[src/rtl/lsu_pkg.sv]
// Shared definitions for the load/store unit: access-size encoding, FSM states,
// and small address-offset helpers.
package lsu_pkg;

  localparam logic [1:0] SZ_BYTE = 2'b00;
  localparam logic [1:0] SZ_HALF = 2'b01;
  localparam logic [1:0] SZ_WORD = 2'b10;

  typedef enum logic [2:0] {
    IDLE,
    LOAD,
    RMW_RD,
    STORE,
    RESP
  } lsu_state_e;

  // The reserved encoding 2'b11 behaves as a word access.
  function automatic logic [1:0] norm_size(input logic [1:0] size);
    return (size == 2'b11) ? SZ_WORD : size;
  endfunction

  function automatic logic misaligned(input logic [1:0] size, input logic [1:0] off);
    case (size)
      SZ_HALF: return off[0];
      SZ_WORD: return |off;
      default: return 1'b0;
    endcase
  endfunction

  // Drops the low offset bits that the access size cannot address.
  function automatic logic [1:0] trunc_off(input logic [1:0] size, input logic [1:0] off);
    case (size)
      SZ_HALF: return {off[1], 1'b0};
      SZ_WORD: return 2'b00;
      default: return off;
    endcase
  endfunction

endpackage

[src/rtl/lsu_align.sv]
// Combinational lane logic: load byte/half extraction with sign/zero extension,
// and store merge of byte/half data into a previously read word.
module lsu_align
  import lsu_pkg::*;
(
  input  logic [1:0]  i_size,
  input  logic        i_unsigned,
  input  logic [1:0]  i_off,
  input  logic [31:0] i_rdata,
  input  logic [31:0] i_wdata,
  output logic [31:0] o_load_data,
  output logic [31:0] o_merge_data
);

  logic [7:0]  w_byte;
  logic [15:0] w_half;

  always_comb begin
    case (i_off)
      2'd0:    w_byte = i_rdata[7:0];
      2'd1:    w_byte = i_rdata[15:8];
      2'd2:    w_byte = i_rdata[23:16];
      default: w_byte = i_rdata[31:24];
    endcase
    w_half = i_off[1] ? i_rdata[31:16] : i_rdata[15:0];
  end

  always_comb begin
    case (i_size)
      SZ_BYTE: o_load_data = {{24{~i_unsigned & w_byte[7]}}, w_byte};
      SZ_HALF: o_load_data = {{16{~i_unsigned & w_half[15]}}, w_half};
      default: o_load_data = i_rdata;
    endcase
  end

  always_comb begin
    o_merge_data = i_rdata;
    case (i_size)
      SZ_BYTE: begin
        case (i_off)
          2'd0:    o_merge_data[7:0]   = i_wdata[7:0];
          2'd1:    o_merge_data[15:8]  = i_wdata[7:0];
          2'd2:    o_merge_data[23:16] = i_wdata[7:0];
          default: o_merge_data[31:24] = i_wdata[7:0];
        endcase
      end
      SZ_HALF: begin
        if (i_off[1]) o_merge_data[31:16] = i_wdata[15:0];
        else          o_merge_data[15:0]  = i_wdata[15:0];
      end
      default: o_merge_data = i_wdata;
    endcase
  end

endmodule

[src/rtl/load_store_unit.sv]
// Load/store unit: request/response handshake to a single-port data memory,
// with read-modify-write for sub-word stores.
// Optional misalignment error path: define LSU_MISALIGN_CHECK_EN.
module load_store_unit
  import lsu_pkg::*;
#(
  parameter int ADDR_W = 32
) (
  input  logic              clk,
  input  logic              rst_n,
  input  logic              req_valid,
  output logic              req_ready,
  input  logic              req_we,
  input  logic [1:0]        req_size,
  input  logic              req_unsigned,
  input  logic [ADDR_W-1:0] req_addr,
  input  logic [31:0]       req_wdata,
  output logic              resp_valid,
  input  logic              resp_ready,
  output logic [31:0]       resp_rdata,
  output logic              resp_err,
  output logic              MemWrite,
  output logic              MemRead,
  output logic [ADDR_W-1:0] addr,
  output logic [31:0]       write_data,
  input  logic [31:0]       read_data
);

  lsu_state_e        r_state;
  logic              r_req_ready;
  logic              r_resp_valid;
  logic [31:0]       r_resp_rdata;
  logic              r_resp_err;
  logic              r_mem_read;
  logic              r_mem_write;
  logic [ADDR_W-1:0] r_addr;
  logic [31:0]       r_write_data;
  logic [1:0]        r_size;
  logic              r_unsigned;
  logic [1:0]        r_off;
  logic [31:0]       r_wdata;

  logic [1:0]        w_size;
  logic [1:0]        w_off;
  logic              w_err;
  logic [31:0]       w_load_data;
  logic [31:0]       w_merge_data;

  assign w_size = norm_size(req_size);
  // Aligned offsets pass through unchanged, so truncation is harmless when
  // the error path is enabled and is the required behaviour when it is not.
  assign w_off  = trunc_off(w_size, req_addr[1:0]);

`ifdef LSU_MISALIGN_CHECK_EN
  assign w_err = misaligned(w_size, req_addr[1:0]);
`else
  assign w_err = 1'b0;
`endif

  lsu_align u_align (
    .i_size       (r_size),
    .i_unsigned   (r_unsigned),
    .i_off        (r_off),
    .i_rdata      (read_data),
    .i_wdata      (r_wdata),
    .o_load_data  (w_load_data),
    .o_merge_data (w_merge_data)
  );

  always_ff @(posedge clk) begin
    if (!rst_n) begin
      r_state      <= IDLE;
      r_req_ready  <= 1'b1;
      r_resp_valid <= 1'b0;
      r_resp_rdata <= '0;
      r_resp_err   <= 1'b0;
      r_mem_read   <= 1'b0;
      r_mem_write  <= 1'b0;
      r_addr       <= '0;
      r_write_data <= '0;
      r_size       <= SZ_BYTE;
      r_unsigned   <= 1'b0;
      r_off        <= '0;
      r_wdata      <= '0;
    end else begin
      case (r_state)
        IDLE: begin
          if (req_valid) begin
            r_size      <= w_size;
            r_unsigned  <= req_unsigned;
            r_off       <= w_off;
            r_wdata     <= req_wdata;
            r_addr      <= {req_addr[ADDR_W-1:2], 2'b00};
            r_req_ready <= 1'b0;
            if (w_err) begin
              r_state      <= RESP;
              r_resp_valid <= 1'b1;
              r_resp_err   <= 1'b1;
              r_resp_rdata <= '0;
            end else if (!req_we) begin
              r_state    <= LOAD;
              r_mem_read <= 1'b1;
            end else if (w_size == SZ_WORD) begin
              r_state      <= STORE;
              r_mem_write  <= 1'b1;
              r_write_data <= req_wdata;
            end else begin
              r_state    <= RMW_RD;
              r_mem_read <= 1'b1;
            end
          end
        end
        LOAD: begin
          r_mem_read   <= 1'b0;
          r_resp_rdata <= w_load_data;
          r_resp_err   <= 1'b0;
          r_resp_valid <= 1'b1;
          r_state      <= RESP;
        end
        RMW_RD: begin
          r_mem_read   <= 1'b0;
          r_mem_write  <= 1'b1;
          r_write_data <= w_merge_data;
          r_state      <= STORE;
        end
        STORE: begin
          r_mem_write  <= 1'b0;
          r_resp_rdata <= '0;
          r_resp_err   <= 1'b0;
          r_resp_valid <= 1'b1;
          r_state      <= RESP;
        end
        RESP: begin
          if (resp_ready) begin
            r_resp_valid <= 1'b0;
            r_req_ready  <= 1'b1;
            r_state      <= IDLE;
          end
        end
        default: begin
          r_mem_read   <= 1'b0;
          r_mem_write  <= 1'b0;
          r_resp_valid <= 1'b0;
          r_req_ready  <= 1'b1;
          r_state      <= IDLE;
        end
      endcase
    end
  end

  assign req_ready  = r_req_ready;
  assign resp_valid = r_resp_valid;
  assign resp_rdata = r_resp_rdata;
  assign resp_err   = r_resp_err;
  assign MemRead    = r_mem_read;
  assign MemWrite   = r_mem_write;
  assign addr       = r_addr;
  assign write_data = r_write_data;

endmodule

[config.mk]
export PLATFORM = sky130hd
export DESIGN_NAME = load_store_unit
export DESIGN_NICKNAME = d
export VERILOG_FILES = /design/src/rtl/lsu_pkg.sv /design/src/rtl/lsu_align.sv /design/src/rtl/load_store_unit.sv
export SDC_FILE = /design/constraint.sdc
export NUM_CORES = 1
export LEC_CHECK = 0
export CORE_MARGIN = 10
export CORE_UTILIZATION = 35
export DETAILED_ROUTE_END_ITERATION = 7
export PLACE_DENSITY = 0.71
export SETUP_SLACK_MARGIN = 0.05
export SLEW_MARGIN = 20
export SYNTH_ARGS = -nofsm -noshare
export SYNTH_HDL_FRONTEND = slang
export SYNTH_HIERARCHICAL = 1
export SYNTH_SLANG_ARGS = --single-unit
[constraint.sdc]
create_clock -name clk -period 1.6 [get_ports clk]
set_clock_uncertainty 0.1 [all_clocks]
set_input_delay 0.32 -clock clk [delete_from_list [all_inputs] [get_ports clk]]
set_output_delay 0.32 -clock clk [all_outputs]
set_load 0.02 [all_outputs]
==> results.sh <==
export IMPL_status="finished with violations"
export IMPL_violations_in_the_final_reports="setup timing"
export IMPL_core_um2=21020
export IMPL_dpl_hpwl_um=20510
export IMPL_wire_per_inst_um=21.12
export IMPL_synth_seq_area_share_pct=36.91
export IMPL_syn_area_um2=7485
export IMPL_first_global_vias=8207
export IMPL_vias_per_cell=5.578
export IMPL_critical_path_peak_fanout=8
export IMPL_final_fill_count=1841
export IMPL_timing_final_hold_violations=0
export IMPL_final_core_utilization_pct=56.85
export IMPL_synth_edff_count=0
export IMPL_die_w_um=166.2
export IMPL_clock_root_buffer="clkbuf_16"
export IMPL_global_route_wire_length_before_repair_um=45860
export IMPL_met3_length_um=3408
export IMPL_layout_worst_path_cycle_share_pct=110.3
export IMPL_final_design_area_no_fill_um2=11950
export IMPL_arrival_ns=1.98
export IMPL_critical_path_top_delay_family="simple AND/OR/NAND/NOR gates"
export IMPL_boundaryPins=205
export IMPL_cts_buffers_inserted=17
export IMPL_floorplan_initialDensity_pct=35.61
export IMPL_cp_cell_sequence="buf_6 -> or4b_4 -> clkbuf_16 -> nand2_1 -> a21oi_2"
export IMPL_clock_insertion_delay_worst_skew_ns=0.43
export IMPL_p_leak_nw=4.612
export IMPL_gp_congestion=0.9075
export IMPL_critPathBufInv=2
export IMPL_cts_sink_count=138
export IMPL_cp_end_kind="flop"
export IMPL_drt_wl_total_um=31740
export IMPL_io_buffer_count=201
export IMPL_drt_pre_antenna_iters=5
export IMPL_syn_avg_cell_area_um2=7.887
export IMPL_top_layer_used="met4"
export IMPL_place_worst_setup_slack_ns=-0.4775
export IMPL_die_height_um=166.2
export IMPL_worstReg2RegEnd="r_wdata[31]$_SDFFE_PN0P_"
export IMPL_globalRouteOverflowTotal=0
export IMPL_area_after_dpl_um2=10480
export IMPL_met2_wire_length_um=14740
export IMPL_via_count_of_the_routed_design=8384
export IMPL_worst_setup_hold_path_clk_slew_ns=0.06
export IMPL_timing_critical_path_required_ns=1.82
export IMPL_fin_crit_ns=1.764
export IMPL_ctsLongestPathBuffers=2
export IMPL_hold_class="input pin to flop"
export IMPL_insertedDiodeCount=0
export IMPL_path_class="flop to flop"
export IMPL_antenna_found_initial=0
export IMPL_synth_yosys_warnings=6
export IMPL_grt_setup_unrepaired="yes"
export IMPL_start_kind="flop"
export IMPL_hold_path_end="r_state[0]$_SDFFE_PN0P_"
export IMPL_timing_max_cap_violations=0
export IMPL_cts_hold_fix_buffers=0
export IMPL_site_row_count=53
export IMPL_drt_initial_drc_count=850
export IMPL_final_max_slew_violation_count=0
export IMPL_yosys_register_bits=138
export IMPL_syn_inst=949
export IMPL_cp_slowest_stage_delay_ns=0.67
export IMPL_power_density_nw_per_um2=977.9
export IMPL_ctsHtreeMaxLevel=4
export IMPL_holdWs_ns=0.3056
export IMPL_drc=0
export IMPL_reg2reg_depth=5
export IMPL_synth_distinct_cells=45
export IMPL_ant_nets=0
export IMPL_hold_start="req_valid"
export IMPL_post_route_worst_setup_slack_ns=-0.1643
export IMPL_final_layout_size_suffix_gt1_share_pct=26.38
export IMPL_regToRegSetupSlack_ns=-0.16
export IMPL_crit_slowest_cell="or4b_4"
export IMPL_nNetsFinal=1320
export IMPL_postSynth_topFlopCell="dfxtp_1"
export IMPL_async_flop_share_pct=0
export IMPL_grt_util_all_layers_pct=20.29
export IMPL_whs_path_depth=4
export IMPL_setup_violations_final=132
export IMPL_grt_start_max_net_pins=46
export IMPL_syn_to_final_growth_pct=59.66
export IMPL_tritoncts="built"
export IMPL_r2r_start="r_state[2]$_SDFFE_PN0P_"
export IMPL_vdd_ir_drop_worst_mv=0.7568
export IMPL_drt_met1_wl_um=12790
export IMPL_top_achievable_clock_speed_mhz=566.8
export IMPL_fp_dieArea_um2=27630
## flip-flops by register name (all words and copies together), names as in the netlist, 2 cells and up
register    cells
r_wdata        32
resp_rdata     32
write_data     32
addr           30
r_state         3
r_off           2
r_size          2
## cells in the mapped netlist, types with 9 or more instances
cell type / n / area (µm²)
nand2_1: 223 / 837.1
dfxtp_1: 138 / 2763
a21oi_1: 106 / 530.5
a31oi_1: 65 / 406.6
clkbuf_1: 55 / 206.5
nand3b_1: 36 / 270.3
nor2b_1: 34 / 212.7
mux2i_1: 33 / 330.3
nand3_1: 33 / 165.2
o21a_1: 32 / 240.2
o22ai_1: 23 / 143.9
buf_2: 20 / 100.1
o221ai_1: 17 / 148.9
nor2_1: 14 / 52.55
buf_4: 10 / 75.07
and3b_1: 9 / 78.83
o21ai_0: 9 / 45.04
## tightest hold or removal path, delay by kind of cell
| kind | cells | cell delay [ns] |
|---|---|---|
| buf+inv | 2 | 0.35 |
| simple gates | 1 | 0.08 |
| compound gates | 1 | 0.06 |
## power by group
part | internal [W] | switching, W
logic | 0.00161 | 0.00175
clock network | 0.00284 | 0.00157
registers | 0.00370 | 0.000212
total | 0.00816 | 0.00353
## worst max-delay path by stage
stage,start,end,depth (start not counted)
5_1_grt,r_off[1]$_SDFFE_PN0P_,write_data[21]$_SDFFE_PN0P_,6
3_5_place_dp,req_valid,addr[24]$_SDFFE_PN0P_,5
6_report,r_state[2]$_SDFFE_PN0P_,r_wdata[31]$_SDFFE_PN0P_,5
4_1_cts,r_off[1]$_SDFFE_PN0P_,resp_rdata[29]$_SDFFE_PN0P_,7
2_1_floorplan,r_off[1]$_SDFFE_PN0P_,resp_rdata[27]$_SDFFE_PN0P_,7
3_3_place_gp,req_valid,r_wdata[31]$_SDFFE_PN0P_,5
## what timing repair did
action / 4_1_cts / 5_1_grt
pin swaps: 43 / 44
setup endpoints to repair: 230 / 197
resized for setup: 215 / 158
buffers inserted: 7 / 11
gates cloned: 7 / 12
## per-layer routing
layer	vias up	track usage, %
li1	3925	-
met1	3986	24.74
met2	419	32.59
met3	54	7.856
met4	0	5.575
met5	-	0
## kinds of logic after synthesis
kind of cell           share of synthesized area [%]
AO/OA/AOI/OAI                                  24.37
buffers and inverters                          6.820
flip-flops                                     36.91
multiplexers                                   7.924
other                                        0.05010
AND/OR/NAND/NOR                                23.92
## through the flow
step | TNS (ns) | total power (W) | instances
floorplan | 0 | 0.005429 | 951
global placement | -52.71 | 0.006759 | 1436
detailed placement | -54.47 | 0.006795 | 1436
CTS | -3.671 | 0.01135 | 1481
global route | -17.57 | 0.01211 | 1503
finish | -11.89 | 0.01169 | 1503
## cells in the final DEF, fill, tap and decap left out, types with 8 or more instances in the layout
cell type / count
nor2b_1: 32
nand2_1: 209
a21oi_1: 89
clkdlybuf4s15_2: 17
buf_4: 79
a31oi_1: 64
o21a_1: 32
dlygate4sd2_1: 10
o22ai_1: 21
clkdlybuf4s15_1: 35
dfxtp_1: 131
clkdlybuf4s50_1: 102
mux2_2: 8
o221ai_2: 8
nand3_1: 30
mux2i_1: 27
nand2_4: 13
nor2_1: 12
buf_12: 26
nand2b_1: 8
and2_1: 8
nand3b_1: 36
clkbuf_2: 25
o221ai_1: 9
buf_2: 11
and3b_1: 9
o21ai_0: 9
a21oi_2: 17
a221o_1: 8
clkbuf_16: 24
buf_6: 16
## layout make-up
type                       instances  area, µm²  share of cell area, %
sequential                       138       2779                  23.25
clock inverter                    11      191.4                  1.602
clock buffer                      20      456.7                  3.822
multi-input combinational        712       4576                  38.29
tap                              275      344.1                  2.879
timing repair buffer             342       3582                  29.98
inverter                           5      21.27                 0.1780
No activity file was read; power rests on OpenSTA's default activity.
